### config.mk
export PLATFORM = sky130hd
export DESIGN_NAME = i2c_cfg_slave
export DESIGN_NICKNAME = d
export VERILOG_FILES = /design/src/rtl/i2c_pkg.sv /design/src/rtl/i2c_line_filter.sv /design/src/rtl/i2c_cfg_slave.sv
export SDC_FILE = /design/constraint.sdc
export NUM_CORES = 1
export LEC_CHECK = 0
export CAP_MARGIN = 30
export CORE_MARGIN = 3
export CORE_UTILIZATION = 55
export DETAILED_ROUTE_END_ITERATION = 16
export PLACE_DENSITY = 0.84
export REMOVE_ABC_BUFFERS = 1
export SETUP_SLACK_MARGIN = 0.1
export SLEW_MARGIN = 20
export SYNTH_ARGS = -nofsm -noshare
export SYNTH_HDL_FRONTEND = slang
export SYNTH_SLANG_ARGS = --single-unit
### constraint.sdc
create_clock -name sys_clk -period 1.9 [get_ports sys_clk]
set_input_delay 0.38 -clock sys_clk [delete_from_list [all_inputs] [get_ports sys_clk]]
set_output_delay 0.38 -clock sys_clk [all_outputs]
set_load 0.03 [all_outputs]
### src/rtl/i2c_pkg.sv
// i2c_pkg: shared types and constants for the I2C configuration slave
package i2c_pkg;

  localparam int I2C_ADDR_W = 7;
  localparam int BYTE_W     = 8;

  typedef enum logic [2:0] {
    IDLE,
    ADDR,
    ACK_ADDR,
    SUB,
    ACK_SUB,
    DATA,
    ACK_DATA,
    IGNORE
  } i2c_state_e;

  // The block owns the bus from an accepted address until STOP.
  function automatic logic is_busy(i2c_state_e s);
    return s inside {ACK_ADDR, SUB, ACK_SUB, DATA, ACK_DATA};
  endfunction

  // States in which the slave holds SDA low for one SCL low period.
  function automatic logic is_ack(i2c_state_e s);
    return s inside {ACK_ADDR, ACK_SUB, ACK_DATA};
  endfunction

  // States in which a byte is being shifted in.
  function automatic logic is_rx(i2c_state_e s);
    return s inside {ADDR, SUB, DATA};
  endfunction

endpackage

### src/rtl/i2c_line_filter.sv
// i2c_line_filter: 2-FF synchronizer plus consecutive-sample glitch filter with edge strobes
module i2c_line_filter #(
  parameter int FILT_LEN = 3
) (
  input  logic sys_clk,
  input  logic sys_rst_n,
  input  logic line_in,
  output logic line_f,
  output logic rise,
  output logic fall
);

  localparam int CW = $clog2(FILT_LEN + 1);

  logic          s1;
  logic          s2;
  logic [CW-1:0] cnt;

  // Two-flop synchronizer; resets to the idle-high bus level
  always_ff @(posedge sys_clk or negedge sys_rst_n)
    if (!sys_rst_n) {s1, s2} <= 2'b11;
    else            {s1, s2} <= {line_in, s1};

  // Accept a new level only after FILT_LEN consecutive disagreeing samples; strobe the edge with it
  always_ff @(posedge sys_clk or negedge sys_rst_n)
    if (!sys_rst_n) begin
      line_f <= 1'b1;
      cnt    <= '0;
      rise   <= 1'b0;
      fall   <= 1'b0;
    end else begin
      rise <= 1'b0;
      fall <= 1'b0;
      if (s2 == line_f) cnt <= '0;
      else if (cnt == CW'(FILT_LEN - 1)) begin
        line_f <= s2;
        cnt    <= '0;
        rise   <= s2;
        fall   <= !s2;
      end else cnt <= cnt + CW'(1);
    end

endmodule

### src/rtl/i2c_cfg_slave.sv
// i2c_cfg_slave: write-only I2C slave producing {sub-address, data} register write pulses
module i2c_cfg_slave
  import i2c_pkg::*;
#(
  parameter logic [I2C_ADDR_W-1:0] SLAVE_ADDR = 7'h1A,
  parameter int                    FILT_LEN   = 3
) (
  input  logic              sys_clk,
  input  logic              sys_rst_n,
  input  logic              i2c_sclk,
  input  logic              i2c_sda_in,
  output logic              i2c_sda_oe,
  output logic              wr_valid,
  output logic [BYTE_W-1:0] wr_sub_addr,
  output logic [BYTE_W-1:0] wr_data,
  output logic              busy,
  output logic              err_trunc
);

  logic              scl, scl_rise, scl_fall;
  logic              sda, sda_rise, sda_fall;
  logic              sda_old, start, stop, addr_ok, hi;
  logic [2:0]        bit_cnt;
  logic [BYTE_W-1:0] sr, ptr;
  i2c_state_e        state;

  i2c_line_filter #(.FILT_LEN(FILT_LEN)) u_scl (
    .sys_clk  (sys_clk),
    .sys_rst_n(sys_rst_n),
    .line_in  (i2c_sclk),
    .line_f   (scl),
    .rise     (scl_rise),
    .fall     (scl_fall)
  );

  i2c_line_filter #(.FILT_LEN(FILT_LEN)) u_sda (
    .sys_clk  (sys_clk),
    .sys_rst_n(sys_rst_n),
    .line_in  (i2c_sda_in),
    .line_f   (sda),
    .rise     (sda_rise),
    .fall     (sda_fall)
  );

  // SDA as it was before this cycle, so an SCL edge coinciding with an SDA edge samples old data
  assign sda_old = sda_rise ? 1'b0 : sda_fall ? 1'b1 : sda;
  // An SDA edge only counts as START/STOP when SCL is steadily high, not rising in the same cycle
  assign start   = sda_fall && scl && !scl_rise;
  assign stop    = sda_rise && scl && !scl_rise;
  assign addr_ok = sr[BYTE_W-1:1] == SLAVE_ADDR && !sr[0];
  assign busy    = is_busy(state);

  // Protocol FSM: bits sampled on SCL rise, counted on the following fall (hi marks a sampled bit)
  always_ff @(posedge sys_clk or negedge sys_rst_n)
    if (!sys_rst_n) begin
      state       <= IDLE;
      bit_cnt     <= '0;
      hi          <= 1'b0;
      sr          <= '0;
      ptr         <= '0;
      i2c_sda_oe  <= 1'b0;
      wr_valid    <= 1'b0;
      wr_sub_addr <= '0;
      wr_data     <= '0;
      err_trunc   <= 1'b0;
    end else begin
      wr_valid  <= 1'b0;
      err_trunc <= 1'b0;
      if (start || stop) begin
        state      <= start ? ADDR : IDLE;
        bit_cnt    <= '0;
        hi         <= 1'b0;
        i2c_sda_oe <= 1'b0;
        err_trunc  <= is_rx(state) && bit_cnt != 3'd0;
      end else if (is_rx(state)) begin
        if (scl_rise) begin
          sr <= {sr[BYTE_W-2:0], sda_old};
          hi <= 1'b1;
        end else if (scl_fall && hi) begin
          hi      <= 1'b0;
          bit_cnt <= bit_cnt + 3'd1;
          if (bit_cnt == 3'd7) begin
            state      <= state == SUB ? ACK_SUB : state == DATA ? ACK_DATA : addr_ok ? ACK_ADDR : IGNORE;
            i2c_sda_oe <= state != ADDR || addr_ok;
          end
        end
      end else if (is_ack(state) && scl_fall) begin
        i2c_sda_oe <= 1'b0;
        state      <= state == ACK_ADDR ? SUB : DATA;
        if (state == ACK_SUB) ptr <= sr;
        if (state == ACK_DATA) begin
          wr_valid    <= 1'b1;
          wr_sub_addr <= ptr;
          wr_data     <= sr;
          ptr         <= ptr + 8'd1;
        end
      end
    end

endmodule

Word-level counts from Yosys, hierarchy flattened:

Index checks and enable logic that the tools add are counted.

* $add $sub $neg: 4
* equal/unequal tests: 17
* mux-type cells: 46
* bitwise logic cells: 4
* reductions and logical operators: 31

Operators with widths (count)
* 3-bit 2-to-1 mux: 14
* 1-bit 2-to-1 mux: 26
* 8-bit 2-to-1 mux: 2
* 3-bit nonzero test: 5
* 3-bit == test, second input constant: 4
* 4-bit AND reduction: 3
* 8-bit by 1-bit adder with 8-bit output, second input constant: 1
* 1-bit logical AND: 8
* 2-bit 2-to-1 mux: 4
* 7-bit by 5-bit == test with 1-bit output, second input constant: 1
* 3-bit by 2-bit == test with 1-bit output, second input constant: 2
* 3-bit by 2-bit != test with 1-bit output, second input constant: 2
* 2-bit AND reduction: 3
* 3-bit AND reduction: 2
* 2-bit nonzero test: 3
* 5-bit nonzero test: 1
* 2-bit by 1-bit adder with 2-bit output, second input constant: 2
* 2-bit == test, second input constant: 2
* 1-bit logical NOT: 4
* 1-bit NOT: 4
* 3-bit by 1-bit adder with 3-bit output, second input constant: 1
* 3-bit by 1-bit == test with 1-bit output, second input constant: 1
* 3-bit by 1-bit != test with 1-bit output, second input constant: 1
* 3-bit != test, second input constant: 1
* 3 further kinds: 5

* flip-flop bits (word level): 56
* input port bits: 4
* output and inout bits: 20
* logic and storage cells: 124

Logic depth before layout (Yosys ltp):

* depth after elaboration: 10
* mapped depth: 7
* mapped depth without buffers: 5

By module:

Synthesis repeated with hierarchy kept, for this count alone.

* cells, all modules: 207
* area total of the unflattened synthesis: 2521.2 sq um

By module, submodules not included
* i2c_cfg_slave: times used 1, cells each 179, area an instance 2033.2 sq um, sequential area each 1051.0 sq um
* i2c_line_filter: times used 2, cells each 14, area an instance 244.0 sq um, sequential area each 178.9 sq um

Least setup slack after synthesis:

OpenSTA, ideal clock, no wires.

* path kind: register to register
* start point: reg u_scl.line_f
* end point: reg wr_data[0]
* setup time: 125 ps
* data arrival time: 1468 ps
* data required time: 1775 ps
* slack: 307 ps
* stages on the path, launching flop included: 6
* path buffers: 1
* period minus slack after synthesis: 1593 ps
* cells stage by stage: dfstp_2 -> nand2b_1 -> o21a_2 -> nand2_4 -> buf_6 -> mux2_2

* cells in the longest elaborated chain, start to end: 5
* elaborated cells between the ends (all ways): 7
* those cells by class: bitwise (1); reduce/logical (6)

Ends and longest elaborated chain
* start, declared: RTL line i2c_line_filter.sv:8 `output logic line_f,`
* start signal, assigned: RTL line i2c_line_filter.sv:27 `line_f <= 1'b1;`
* start signal, assigned: RTL line i2c_line_filter.sv:36 `line_f <= s2;`
* 1-bit logical AND (on tied branches) (2 in series): RTL line i2c_cfg_slave.sv:48, i2c_cfg_slave.sv:49
* 1-bit logical OR *: RTL line i2c_cfg_slave.sv:69 `if (start || stop) begin`
* 1-bit NOT (no source line) *
* 4-bit AND reduction (no source line) *
* end signal, assigned: RTL line i2c_cfg_slave.sv:94 `wr_data <= sr;`
* end, declared: RTL line i2c_cfg_slave.sv:15 `output logic [BYTE_W-1:0] wr_data,`

Mark *: on every way between the ends. The rest lies on a longest branch, timed or not.
A chain may end at the register's enable or synchronous reset.

Worst setup path after layout:

* start point: reg state[1]
* end point: out busy

* cells in the longest elaborated chain, start to end: 2
* elaborated cells between the ends (all ways): 6
* those cells by class: eq/ne (5); reduce/logical (1)

Ends and longest elaborated chain
* start, declared: RTL line i2c_cfg_slave.sv:25 `i2c_state_e state;`
* start signal, assigned: RTL line i2c_cfg_slave.sv:70 `state <= start ? ADDR : IDLE;`
* start signal, assigned: RTL line i2c_cfg_slave.sv:83 `state <= state == SUB ? ACK_SUB : state == DATA ? ACK_DATA : addr_ok ? ACK_ADDR : IGNORE;`
* start signal, assigned: RTL line i2c_cfg_slave.sv:89 `state <= state == ACK_ADDR ? SUB : DATA;`
* 3-bit by 2-bit == test with 1-bit output or 3-bit == test (tied branches): RTL line i2c_pkg.sv:20 `return s inside {ACK_ADDR, SUB, ACK_SUB, DATA, ACK_DATA};`
* 5-bit nonzero test *: RTL line i2c_pkg.sv:20
* end, declared: RTL line i2c_cfg_slave.sv:16 `output logic busy,`

Marked as above.

==> results.cfg <==
[run_status]
status = finished clean

[routing]
ant_nets = 0
routedWlPerCell_microns = 15.0
avgViaCountPerCell = 5.72
num_vias = 1683
drt_iter0_drc = 87
first_pass_iters = 4
drc = 0
wl_microns = 4400

[clock_network]
clockBufferDepth = 2
clock-root-buffer = clkbuf_8
cts_sinks = 56
htree_levels = 2
path_clk_slew_ns = 0.09
cts_made_buffers = 5
tritoncts = done
worst_skew_pair.late_latency_ns = 0.31

[synthesis]
ys_top_cells_by_count = dfrtp_1 (50), mux2_2 (25), nand2_1 (15), nor2_1 (15), o21ai_0 (11)
ys.warnings.count = 0
yosysUniqueCellTypes = 48
ys_seq_area_share_pct = 55.8
postSynthAreaPerCell_sq_um = 12.0
synthFlopType = dfrtp_1
synth_top_area_share_pct = 49.6
synthArstFlopShare_pct = 100
synth_area_leaders = dfrtp_1 (50%), mux2_2 (11%), dfstp_2 (6.2%)
yosysMostFrequentCell = dfrtp_1
yosysTopAreaCell = dfrtp_1
syn_inst = 211
synth.ff_latch_count = 56
synth_edf_count = 0
syn-cell-area_sq_um = 2520

[sta]
setup_slack_ns = 0.150
max_freq_mhz = 571
final_hold_viol_count = 0
tightest_slew_ns = 0.458
setup_violations = 0
rsz0062_at_grt = true
finalCriticalPeriod_ns = 1.75
final_max_slew_viol_count = 0
timing.final.crit_share_pct = 92.1
clock_skew_ns = 0.00989
finalSetupTns_ns = 0
holdWs_ns = 0.0479
slew_headroom_pct = 69.1

[floorplan]
die_h_microns = 73.8
core_sq_um = 4380
fp-row-count = 24
die_area_sq_um = 5440
start_util_pct = 57.6
pin_count = 24
die_w_microns = 73.8

[placed_design]
io_buffers = 23
gp_congestion = 0.931
dpl.hpwl_microns = 3050
post-place-ws_ns = 0.220

[worst_setup_path]
cp-start-kind = flip-flop
worstPathMaxFanout = 9
crit_arrival_ns = 1.37
crit_start = state[1]
reg2reg_from = state[2]
critPathRequiredTime_ns = 1.52
crit_path_end_kind = output pin
crit_type = reg2out

[cells_and_area]
antenna_cells = 0
final_nets = 249
layout-drive-gt1-share_pct = 23.6
n_fill_cell = 318
area_growth_pct = 15.5

[hold_path]
hp-class = in2async

[power]
p_clk_share_pct = 23.9
netSwitchingFraction_pct = 30.0
p_int_mw = 1.88
fin_total_pwr_mw = 2.68
seqPwrFrac_pct = 56.1
power.leakage_nw = 1.37
ir_worst_vdd_uv = 707
powerDensity_nw_per_um2 = 919
switchingPower_mw = 0.804
comb_power_share_pct = 20.0

[global_route]
grt_antenna_before_repair = 0
grt_use_total_pct = 18.8
grt_pass1_wl_microns = 7850
grt_pass1_vias = 1699
grt_max_degree = 57
overflow = 0

[flow_run]
maxCapViolations = 0
-- worst max-delay path, stage by stage (launching register included) --
cell	delay [ns]
dfrtp_1	0.42
buf_4	0.18
and3_1	0.20
nor2_2	0.10
buf_4	0.17
-- cell families after synthesis --
group | Yosys count | synth area share [%]
AOI/OAI and AO/OA | 40 | 11.4
xor gates and xnor gates | 2 | 0.694
adders and majority gates | 4 | 1.98
buffers and inverters | 15 | 3.57
DFF | 56 | 55.8
muxes | 29 | 12.9
and+or+nand+nor | 65 | 13.6
-- through the flow --
stage | area, sq um | instances | utilization (%)
detailed placement | 2820 | 286 | 64.4
CTS | 2910 | 294 | 66.4
floorplan | 2460 | 203 | -
finish | 2920 | 294 | 66.5
global placement | 2820 | 286 | 64.4
global route | 2920 | 294 | 66.5
-- cell type report --
class / count / area, sq um / area share [%]
Clock buffer: 6 / 72.6 / 2.49
Clock inverter: 2 / 16.3 / 0.558
Inverter: 7 / 26.3 / 0.901
Multi-Input combinational cell: 140 / 1030 / 35.4
Sequential cell: 56 / 1410 / 48.3
Tap cell: 52 / 65.1 / 2.23
Timing Repair Buffer: 31 / 295 / 10.1
-- power groups by stage --
stage / Sequential [mW] / Clock (mW) / Combinational, mW
global route: 1.53 / 0.700 / 0.607
global placement: 1.51 / 0 / 0.509
floorplan: 1.49 / 0 / 0.359
finish: 1.50 / 0.641 / 0.537
CTS: 1.50 / 0.658 / 0.534
detailed placement: 1.52 / 0 / 0.531
-- flip-flops by register name, indices dropped and copies added (netlist names), 2 cells and up --
signal	flops
bit_cnt	3
ptr	8
sr	8
state	3
u_scl.cnt	2
u_sda.cnt	2
wr_data	8
wr_sub_addr	8
-- layout by cell type, fill, tap and decap left out, types with 4 or more instances in the layout --
cell type and instances:
nand2b_1 8, buf_4 8, clkbuf_8 5, nor2_1 13
o21ai_0 11, dfstp_2 6, mux2_2 25, nand2_1 15
ha_1 4, nand3_1 7, clkdlybuf4s50_1 21, and3_1 4
a21oi_1 10, dfrtp_1 50, inv_1 7
-- worst paths after layout --
| path | to | slack, ns | depth (start not counted) |
|---|---|---|---|
| max reg2reg | state[0] | 0.19 | 4 |
| max | busy | 0.15 | 4 |
| max in group asynchronous | u_scl.line_f | 1.55 | 2 |
| min | i2c_sda_oe | 0.05 | 2 |
| min reg2reg | u_scl.s2 | 0.36 | 0 |
| min in group sys_clk | u_scl.s2 | 0.36 | 0 |
-- per-layer routing --
| metal | vias up | track usage [%] | part of all wire (%) |
|---|---|---|---|
| li1 | 804 | - | - |
| met1 | 830 | 24.6 | 45 |
| met2 | 40 | 30.6 | 49 |
| met3 | 9 | 3.28 | 3.9 |
| met4 | 0 | 8.25 | 1.8 |
| met5 | - | 0 | 0 |
-- what timing repair did --
| item | 4_1_cts | 5_1_grt |
|---|---|---|
| hold buffers | 0 | 0 |
| setup buffers | 0 | 0 |
| endpoints found under the setup margin | 0 | 1 |
| resized for setup | 0 | 2 |
Note: power is estimated with default switching activity, not from simulation.
